[config.mk]
export PLATFORM = sky130hd
export DESIGN_NAME = oam_dma_arbiter
export DESIGN_NICKNAME = d
export VERILOG_FILES = /design/src/rtl/oam_dma_arbiter_pkg.sv /design/src/rtl/oam_dma_arbiter.sv
export SDC_FILE = /design/constraint.sdc
export NUM_CORES = 1
export LEC_CHECK = 0
export BUFFER_PORTS_ARGS = -buffer_cell sky130_fd_sc_hd__buf_2
export CORE_MARGIN = 2
export CORE_UTILIZATION = 42
export CTS_CLUSTER_SIZE = 30
export DETAILED_ROUTE_END_ITERATION = 8
export GPL_ROUTABILITY_DRIVEN = 0
export PLACE_DENSITY = 0.76
export SETUP_SLACK_MARGIN = 0.02
export SYNTH_ARGS = -nofsm -noshare
export SYNTH_HDL_FRONTEND = slang
export SYNTH_SLANG_ARGS = --single-unit
[constraint.sdc]
create_clock -name clk -period 1.85 [get_ports clk]
set_clock_uncertainty 0.2 [all_clocks]
set_input_delay 0 -clock clk [delete_from_list [all_inputs] [get_ports clk]]
set_output_delay 0 -clock clk [all_outputs]
set_load 0.01 [all_outputs]
[src/rtl/oam_dma_arbiter_pkg.sv]
// Shared constants and types for the OAM DMA arbiter: state encoding,
// default register/page addresses and the echo-RAM source remap.
package oam_dma_arbiter_pkg;

  typedef enum logic [1:0] {
    IDLE  = 2'd0,
    START = 2'd1,
    READ  = 2'd2,
    WRITE = 2'd3
  } dma_state_t;

  localparam int unsigned DMA_LEN_DEF      = 160;
  localparam logic [15:0] DMA_REG_ADDR_DEF = 16'hFF46;
  localparam logic [7:0]  OAM_BASE_HI_DEF  = 8'hFE;
  localparam logic [7:0]  DMA_SRC_RST      = 8'hFF;

  // Pages E0..FF mirror C0..DF, so the DMA never fetches from the echo region.
  function automatic logic [7:0] src_page(input logic [7:0] src);
    return (src >= 8'hE0) ? (src - 8'h20) : src;
  endfunction

endpackage

[src/rtl/oam_dma_arbiter.sv]
// Arbitrates one SRAM port between the CPU and an OAM DMA engine that copies
// DMA_LEN bytes from page {src,00} into page {OAM_BASE_HI,00}.
module oam_dma_arbiter
  import oam_dma_arbiter_pkg::*;
#(
  parameter int unsigned DMA_LEN      = DMA_LEN_DEF,
  parameter logic [15:0] DMA_REG_ADDR = DMA_REG_ADDR_DEF,
  parameter logic [7:0]  OAM_BASE_HI  = OAM_BASE_HI_DEF
) (
  input  logic        clk,
  input  logic        rst,
  input  logic [15:0] cpu_addr,
  input  logic [7:0]  cpu_wdata,
  input  logic        cpu_re,
  input  logic        cpu_we,
  output logic [7:0]  cpu_rdata,
  output logic        cpu_wait,
  output logic [15:0] mem_addr,
  output logic [7:0]  mem_wdata,
  output logic        mem_re,
  output logic        mem_we,
  input  logic [7:0]  mem_rdata,
  output logic        dma_busy,
  output logic        dma_done
);

  localparam logic [7:0] IDX_LAST = 8'(DMA_LEN - 1);

  dma_state_t state_q, state_d;
  logic [7:0] idx_q, idx_d;
  logic [7:0] src_q, src_d;
  logic       done_q, done_d;
  logic       reg_rd_q, reg_rd_d;
  logic       reg_hit;

  assign reg_hit = (cpu_addr == DMA_REG_ADDR);

  always_ff @(posedge clk or posedge rst) begin
    if (rst) begin
      state_q  <= IDLE;
      idx_q    <= 8'h00;
      src_q    <= DMA_SRC_RST;
      done_q   <= 1'b0;
      reg_rd_q <= 1'b0;
    end else begin
      state_q  <= state_d;
      idx_q    <= idx_d;
      src_q    <= src_d;
      done_q   <= done_d;
      reg_rd_q <= reg_rd_d;
    end
  end

  always_comb begin
    state_d   = state_q;
    idx_d     = idx_q;
    src_d     = src_q;
    done_d    = 1'b0;
    reg_rd_d  = 1'b0;
    mem_addr  = cpu_addr;
    mem_wdata = cpu_wdata;
    mem_re    = 1'b0;
    mem_we    = 1'b0;
    unique case (state_q)
      IDLE: begin
        mem_re = cpu_re;
        mem_we = cpu_we;
        // The DMA register lives here, not in SRAM: never forward its accesses.
        if (cpu_we && reg_hit) begin
          mem_re  = 1'b0;
          mem_we  = 1'b0;
          src_d   = cpu_wdata;
          idx_d   = 8'h00;
          state_d = START;
        end else if (cpu_re && reg_hit) begin
          mem_re   = 1'b0;
          reg_rd_d = 1'b1;
        end
      end
      START: state_d = READ;
      READ: begin
        mem_addr = {src_page(src_q), idx_q};
        mem_re   = 1'b1;
        state_d  = WRITE;
      end
      WRITE: begin
        mem_addr  = {OAM_BASE_HI, idx_q};
        mem_wdata = mem_rdata;
        mem_we    = 1'b1;
        if (idx_q == IDX_LAST) begin
          state_d = IDLE;
          done_d  = 1'b1;
        end else begin
          idx_d   = idx_q + 8'h01;
          state_d = READ;
        end
      end
      default: state_d = IDLE;
    endcase
  end

  assign dma_busy  = (state_q != IDLE);
  assign cpu_wait  = dma_busy & (cpu_re | cpu_we);
  assign dma_done  = done_q;
  // Register reads return the latched source page one cycle later, like SRAM.
  assign cpu_rdata = reg_rd_q ? src_q : mem_rdata;

endmodule

### After elaboration in Yosys (flattened, before gate mapping)

Cells that the tools add are included.

* register bits: 20
* bits of input ports: 36
* output and inout port bits: 37

* $add $sub $neg: 2
* order comparisons: 1
* equality and inequality tests: 7
* muxes and demuxes: 20
* bitwise gates (word level): 2
* reductions and logical operators: 7

Operators by type and width (number)
* $mux 8: 5
* $pmux 16 s2: 1
* $eq 16x16->1 const B: 1
* $pmux 8 s2: 1
* $add 8x1->8 const B: 1
* $eq 8x8->1 const B: 1
* $ge 8x8->1 const B: 1
* $mux 1: 8
* $pmux 2 s4: 1
* $sub 8x6->8 const B: 1
* $eq 2x2->1 const B: 2
* $mux 2: 2
* $ne 2x2->1 const B: 2
* $pmux 1 s2: 2
* $reduce_bool 2->1: 2
* $reduce_and 3->1: 1
* $eq 2x1->1 const B: 1
* $logic_and 1x1->1: 2
* $logic_not 2->1: 1
* $reduce_and 2->1: 1
* $and 1x1->1: 1
* $or 1x1->1: 1

### Depth between registers and ports, before layout

Gate-level depths: netlist (run 1).

* depth after elaboration: 5
* depth in mapped cells: 7

### Worst setup path before layout (run 1)

Ideal clock, no wire load.

* path type: input to register
* from: in cpu_addr[4]
* to: reg src_q[0]
* library setup time: 0.082 ns
* data arrival time: 1.794 ns
* data required time: 1.568 ns
* slack: -0.226 ns
* cell stages on the path: 5
* path buffers: 1
* path through: or4b_4 or4_1 buf_2 nor3_4 mux2_2

* cells in the longest elaborated chain, start to end: 3

Ends and longest elaborated chain
* start: declaration: RTL line oam_dma_arbiter.sv:12 `input logic [15:0] cpu_addr,`
* $eq 16x16->1: RTL line oam_dma_arbiter.sv:36 `assign reg_hit = (cpu_addr == DMA_REG_ADDR);`
* $logic_and 1x1->1: RTL line oam_dma_arbiter.sv:69 `if (cpu_we && reg_hit) begin`
* $reduce_and 2->1 (no line)
* end signal: assignment: RTL line oam_dma_arbiter.sv:48 `src_q <= src_d;`
* end: declaration: RTL line oam_dma_arbiter.sv:31 `logic [7:0] src_q, src_d;`

Every way passes these cells.
A chain may end at the register's enable or synchronous reset.

### Final worst setup path (run 1)

* from: reg state_q[1]
* to: out mem_addr[2]

* cells in the longest elaborated chain, start to end: 2
* elaborated cells on any way between the ends: 3

Ends and longest elaborated chain
* start: declaration: RTL line oam_dma_arbiter.sv:29 `dma_state_t state_q, state_d;`
* start signal: assignment: RTL line oam_dma_arbiter.sv:46 `state_q <= state_d;`
* $eq 2x2->1: RTL line oam_dma_arbiter.sv:64 `unique case (state_q)`
* $pmux 16 s2 *: RTL line oam_dma_arbiter.sv:64
* end: declaration: RTL line oam_dma_arbiter.sv:18 `output logic [15:0] mem_addr,`

Mark *: on every way between the ends. The rest lies on a longest branch, timed or not.

==> results of run 1 <==
## sequential cells by signal (all words and copies together), names as in the netlist
signal / flops
dma_done: 1
state_q: 2
src_q: 8
idx_q: 8
reg_rd_q: 1
## cell type report
type	count	share of cell area
clock buffer	4	0.01549
inverter	7	0.009897
multi-input combinational	125	0.4182
sequential	20	0.1760
tap	48	0.02065
timing repair buffer	130	0.3597
## worst max-delay path, stage by stage (launching register included)
cell,delay (ps)
dfrtp_1,430
buf_6,150
ha_4,190
nor2_4,110
buf_12,150
mux2_4,330
buf_6,130
## final timing paths
kind                                         from                    to  slack (ps)  cells past startpoint
setup / recovery           state_q[1]$_DFFE_PP0P_           mem_addr[2]        -110                      6
hold / removal                                rst    reg_rd_q$_DFF_PP0_         100                      4
setup reg to reg           state_q[1]$_DFFE_PP0P_  idx_q[5]$_DFFE_PP0P_         -30                      7
hold reg to reg              src_q[6]$_DFFE_PP1P_  src_q[6]$_DFFE_PP1P_         320                      2
max in group asynchronous                     rst  src_q[2]$_DFFE_PP1P_        1080                      4
min in group clk                      cpu_addr[7]           mem_addr[7]         100                      3
## layer usage
layer / track usage / vias to the layer above / share of wire
met5: 0 / - / 0
met4: 0.1146 / 0 / 0.025
met3: 0.02431 / 16 / 0.064
met2: 0.4794 / 100 / 0.52
met1: 0.3461 / 942 / 0.39
li1: - / 851 / -
## timing repair
item / CTS / global route
gates cloned: 1 / 0
pin swaps: 7 / 19
hold buffers: 11 / 0
hold endpoints to repair: 30 / 0
setup endpoints to repair: 36 / 44
buffers inserted: 6 / 9
resized for setup: 48 / 41
## where the power goes
group / internal [uW] / switching (uW)
combinational: 1390 / 1160
clock: 154 / 153
sequential: 502 / 59.7
## cell usage after synthesis
library cell  instances
mux2_2               30
dfrtp_1              12
nand2_1              11
nor2b_1              10
clkbuf_1              8
dfstp_2               8
o21ai_0               8
inv_1                 7
nor2_1                7
o31ai_1               7
ha_1                  5
nand3_1               5
a211o_1               4
a21oi_1               4
a22o_1                3
a311o_1               3
a31oi_1               3
nand2b_1              3
nand4_1               3
nand3b_1              2
nor3_1                2
or4_1                 2
a2111o_1              1
a31o_2                1
and2_1                1
and4_1                1
buf_1                 1
buf_2                 1
nand4bb_1             1
nor3_4                1
nor4_1                1
nor4_4                1
o21ai_1               1
o22a_1                1
o41ai_1               1
or2_2                 1
or4b_4                1
## through the flow
step | utilization | TNS (ps) | hold WS [ps] | cells
after floorplan | - | -1481 | -242.1 | 162
after global placement | 0.6098 | -3827 | -163.9 | 304
after detailed placement | 0.6098 | -4342 | -158.8 | 304
after CTS | 0.7280 | -909.1 | 112.2 | 326
after global routing | 0.8003 | -2354 | 106.7 | 334
final | 0.8003 | -976.4 | 95.23 | 334
## kinds of logic after synthesis
group	count (synthesis)	synth area share
buf+inv	17	0.04160
flops	20	0.3264
simple gates	53	0.2064
mux	30	0.2160
compound gates	37	0.1696
fa+ha+maj	5	0.04000
==> results.cfg, run 1 <==
[job]
cap_violations = 0

[finish]
nNetsFinal = 328
register_area_um2 = 511.7
final_common_cell = buf_2
n_fill_cell = 203
post_route_cells_drive_above_1_share = 0.6678
multi_input_area_mm2 = 0.001216
diodes = 0
final_area_mm2 = 0.002908
final_cell_mix = 54 x buf_2, 30 x buf_6, 30 x buf_4
areaGrowthSynthToFinish_pct = 85.92

[sta]
fmax_mhz = 509.1
final-hold-violation-count = 0
report.final.slew_viol_count = 0
worst_pin_slew_ps = 374.9
finalSetupViolCount = 15
postLayoutSetupSlackWorst_ps = -114.4
relSlewSlack = 0.7501
rsz0062_at_grt = true
fin_crit_sh = 1.062
period_minus_slack_ps = 1964

[floorplan]
dieArea_mm2 = 0.004228
core_area_mm2 = 0.003633
ios = 73
start_util = 0.4304
die_x_um = 65.03
rows = 22
fp.dieH_um = 65.03

[clocking]
cts_max_level = 1
tritoncts = yes
cts.clk_slew.worst_paths_ps = 80
clockBufferDepth = 2
clkSinkCount = 20
cts_buffers = 3
clk_latency_ps = 260
cts_root_buffer = clkbuf_8

[yosys]
avgSynthCellArea_um2 = 9.654
synth_fp_nets = 203
postSynthCellCount = 162
synth_seq_cells = 20
synth_cell_type_count = 37
synth_area_leader_cell = mux2_2
synth_area_mm2 = 0.001564
yosys.area.top_type_share = 0.2160
ys_top_cells_by_area = mux2_2 22%, dfrtp_1 19%, dfstp_2 13%
ys_seq_area_frac = 0.3264
ys_warn_count = 0

[place]
portBuffers = 72
dpl.hpwl_um = 3637
dp_slack_ps = -292.2
postPlaceCellArea_mm2 = 0.002216

[drt]
antenna_left = 0
vias_per_cell = 5.716
drtPass1Iterations = 4
finalWirelength_um = 6642
drc = 0
routed-via-count = 1909
wl_per_cell_um = 19.89
drt-initial-drc-count = 139

[worst_setup_path]
worstPathMaxFanout = 9
critPathKind = register to primary output
critPathArrivalTime_ps = 1760
cp-start-kind = register
cp-end-kind = primary output
worst-endpoint-required_ps = 1650

[global_routing]
grt_pass1_vias = 1791
antenna_found_initial = 0
grt-ovfl-total = 0
grt_max_degree = 21
gr-usage-all-layers = 0.2742
grt_pass1_wl_um = 8859

[pwr]
total_power_uw = 3419
powerDensity_mw_per_mm2 = 1176
p_leak_uw = 0.001386
max-vdd-ir-drop_mv = 0.8164

[run_status]
violations = negative setup slack
status = finished, violations left

[hold_path]
hold_path.class = primary input to asynchronous set/reset pin
Note: power is estimated with default switching activity, not from simulation.
==> run 2, diff against run 1 <==
--- a/config.mk
+++ b/config.mk
@@ -5,13 +5,13 @@
 export SDC_FILE = /design/constraint.sdc
 export NUM_CORES = 1
 export LEC_CHECK = 0
+export ABC_AREA = 1
 export BUFFER_PORTS_ARGS = -buffer_cell sky130_fd_sc_hd__buf_2
 export CORE_MARGIN = 2
-export CORE_UTILIZATION = 42
+export CORE_UTILIZATION = 35
 export CTS_CLUSTER_SIZE = 30
 export DETAILED_ROUTE_END_ITERATION = 8
 export GPL_ROUTABILITY_DRIVEN = 0
-export PLACE_DENSITY = 0.76
 export SETUP_SLACK_MARGIN = 0.02
 export SYNTH_ARGS = -nofsm -noshare
 export SYNTH_HDL_FRONTEND = slang
==> run 2 against run 1 <==
Net effect: the run now ends clean; sequential power down 22%; utilization down 30 points; non-clock buffer count down 35; design area down 20%; combinational power down 95%; routed wire length down 28%; die area up 25%; critical path type unchanged.
==> results.cfg, run 2 <==
[run_status]
status = finished, final reports clean

[sta]
fin_crit_sh = 0.9559
hold_ws_ps = 1.635
rsz0062_at_grt = true
report.final.slew_viol_count = 0
postLayoutSetupSlackWorst_ps = 81.57
period_minus_slack_ps = 1768
tns_ps = 0
worst_pin_slew_ps = 534.5
final-hold-violation-count = 0
finalSetupViolCount = 0
relSlewSlack = 0.6433
fmax_mhz = 565.5

[yosys]
synth-xor-area-share = 0.005291
synth_seq_cells = 20
ys_seq_area_frac = 0.3084
avgSynthCellArea_um2 = 6.270
synth_ff_type = dfrtp_1
yosys.area.top_type_share = 0.1905
synth_fp_nets = 305
synth-edff-count = 0
synth_cell_type_count = 28
synth_area_mm2 = 0.001655
synth_compound_area_frac = 0.1330
synth_area_leader_cell = nand2_1
synth-simple-area-share = 0.3885
yosys-mux-area-fraction = 0
ys_async_sr_fraction = 1.000
ys_top_cells_by_area = nand2_1 19%, dfrtp_1 18%, dfstp_2 13%
ys_top_cells_by_count = 84 x nand2_1, 39 x inv_1, 25 x nor2_1, 17 x nand3_1, 15 x o21ai_0
synthAdderAreaFrac = 0.03779
ys_warn_count = 0
synth_top_family_by_area = simple AND/OR/NAND/NOR gates
yosysMostFrequentCell = nand2_1
postSynthCellCount = 264

[finish]
post_route_cells_drive_above_1_share = 0.3380
areaGrowthSynthToFinish_pct = 41.19
final_cell_mix = 82 x nand2_1, 73 x buf_2, 38 x inv_1
nNetsFinal = 397
diodes = 0
top_regs = idx_q: 8 flops, src_q: 8 flops, state_q: 2 flops
n_fill_cell = 471
final_common_cell = nand2_1
final_core_util = 0.5049

[job]
cap_violations = 0

[floorplan]
fp.dieH_um = 72.77
dieArea_mm2 = 0.005295
start_util = 0.3576
rows = 25
die_x_um = 72.77
ios = 73
core_area_mm2 = 0.004629

[hold_path]
whs_path_depth = 6
min_to = reg_rd_q$_DFF_PP0_
hold_path.class = primary input to register
hp-start = cpu_addr[5]

[pwr]
max-vdd-ir-drop_mv = 0.2973
powerDensity_mw_per_mm2 = 379.5
total_power_uw = 886.9
p_leak_uw = 0.001267

[worst_setup_path]
cp-end-kind = primary output
worstPathMaxFanout = 6
rr_endpoint = idx_q[0]$_DFFE_PP0P_
rrSetupSlack_ps = 120
r2r-start = state_q[1]$_DFFE_PP0P_
r2r_cells = 10
cp-start-kind = register
worst-endpoint-required_ps = 1650
critPathKind = register to primary output
critPathArrivalTime_ps = 1570

[place]
dpl.hpwl_um = 3698
portBuffers = 72
dp_slack_ps = 181.4

[global_routing]
antenna_found_initial = 0
grt_max_degree = 17
grt-ovfl-total = 0
gr-usage-all-layers = 0.1833
grt_pass1_wl_um = 7576
grt_pass1_vias = 1640

[drt]
antenna_left = 0
wl_per_cell_um = 11.67
vias_per_cell = 4.604
drc = 0
routed-via-count = 1883
finalWirelength_um = 4773
drtPass1Iterations = 5
drt-initial-drc-count = 123

[clocking]
clk_latency_ps = 270
cts_max_level = 1
tritoncts = yes
cts.clk_slew.worst_paths_ps = 80
clkSinkCount = 20
clockBufferDepth = 2
cts_buffers = 3
cts_root_buffer = clkbuf_8
-- run 2: changes by cell type in the layout (fill, tap and decap cells not counted), moves of 8 or more --
cell	before	now
a21oi_1	3	11
buf_2	54	73
buf_4	30	9
buf_6	30	1
inv_1	4	38
mux2_2	15	0
mux2_4	15	0
nand2_1	9	82
nand3_1	5	17
nor2_1	6	25
o21ai_0	5	13
o21ai_1	2	10
-- run 2: worst max-delay path by stage --
stage                     cells after the start              startpoint  slack (ps)              endpoint
after floorplan                               9  state_q[1]$_DFFE_PP0P_         240  src_q[0]$_DFFE_PP1P_
after global placement                        7  state_q[0]$_DFFE_PP0P_         210           mem_addr[5]
after detailed placement                     10  state_q[1]$_DFFE_PP0P_         180  idx_q[0]$_DFFE_PP0P_
after CTS                                     7  state_q[0]$_DFFE_PP0P_          30           mem_addr[7]
after global routing                          7  state_q[0]$_DFFE_PP0P_         -10           mem_addr[4]
final                                         6  state_q[0]$_DFFE_PP0P_          80           mem_addr[5]
-- run 2: routing by layer --
metal / routed length [um] / vias to the layer above / track usage
met3: 194 / 4 / 0.02762
li1: - / 1008 / -
met4: 61 / 0 / 0.06790
met5: 0 / - / 0
met2: 2229 / 39 / 0.2848
met1: 2288 / 832 / 0.2575
-- run 2: worst max-delay path: stages (launching register included) --
cell and delay [ps]:
dfrtp_1 430, inv_2 80, ha_4 180, nor2_4 170, buf_2 200, o21ai_0 80, buf_2 140
-- run 2: final cells by class --
| class | count | area, um^2 | area share |
|---|---|---|---|
| Sequential cell | 20 | 511.7 | 0.2190 |
| Inverter | 45 | 171.4 | 0.07334 |
| Multi-Input combinational cell | 191 | 977.2 | 0.4181 |
| Clock buffer | 4 | 45.04 | 0.01927 |
| Timing Repair Buffer | 95 | 564.3 | 0.2414 |
| Tap cell | 54 | 67.56 | 0.02891 |
-- run 2: timing repair --
item / 4_1_cts / 5_1_grt
setup buffers: 0 / 3
endpoints found under the setup margin: 12 / 14
hold buffers: 12 / 0
endpoints found under the hold margin: 24 / 0
pin swaps: 0 / 3
gates resized for setup: 3 / 12
cloned: 0 / 1
-- run 2: logic make-up after synthesis --
kind of cell,after synthesis
compound gates,42
buf+inv,53
xor+xnor,1
fa+ha+maj,5
simple gates,143
flops,20
-- run 2: stage by stage --
stage / area, um^2 / instances
after CTS: 2270 / 405
final: 2337 / 409
after floorplan: 1655 / 264
after global placement: 2095 / 389
after detailed placement: 2095 / 389
after global routing: 2337 / 409
-- run 2: where the power goes --
group          internal, uW  total, uW  switching, uW
sequential              438        438              0
combinational          68.1        136           67.9
clock                   154        313            159
total                   660        887            227
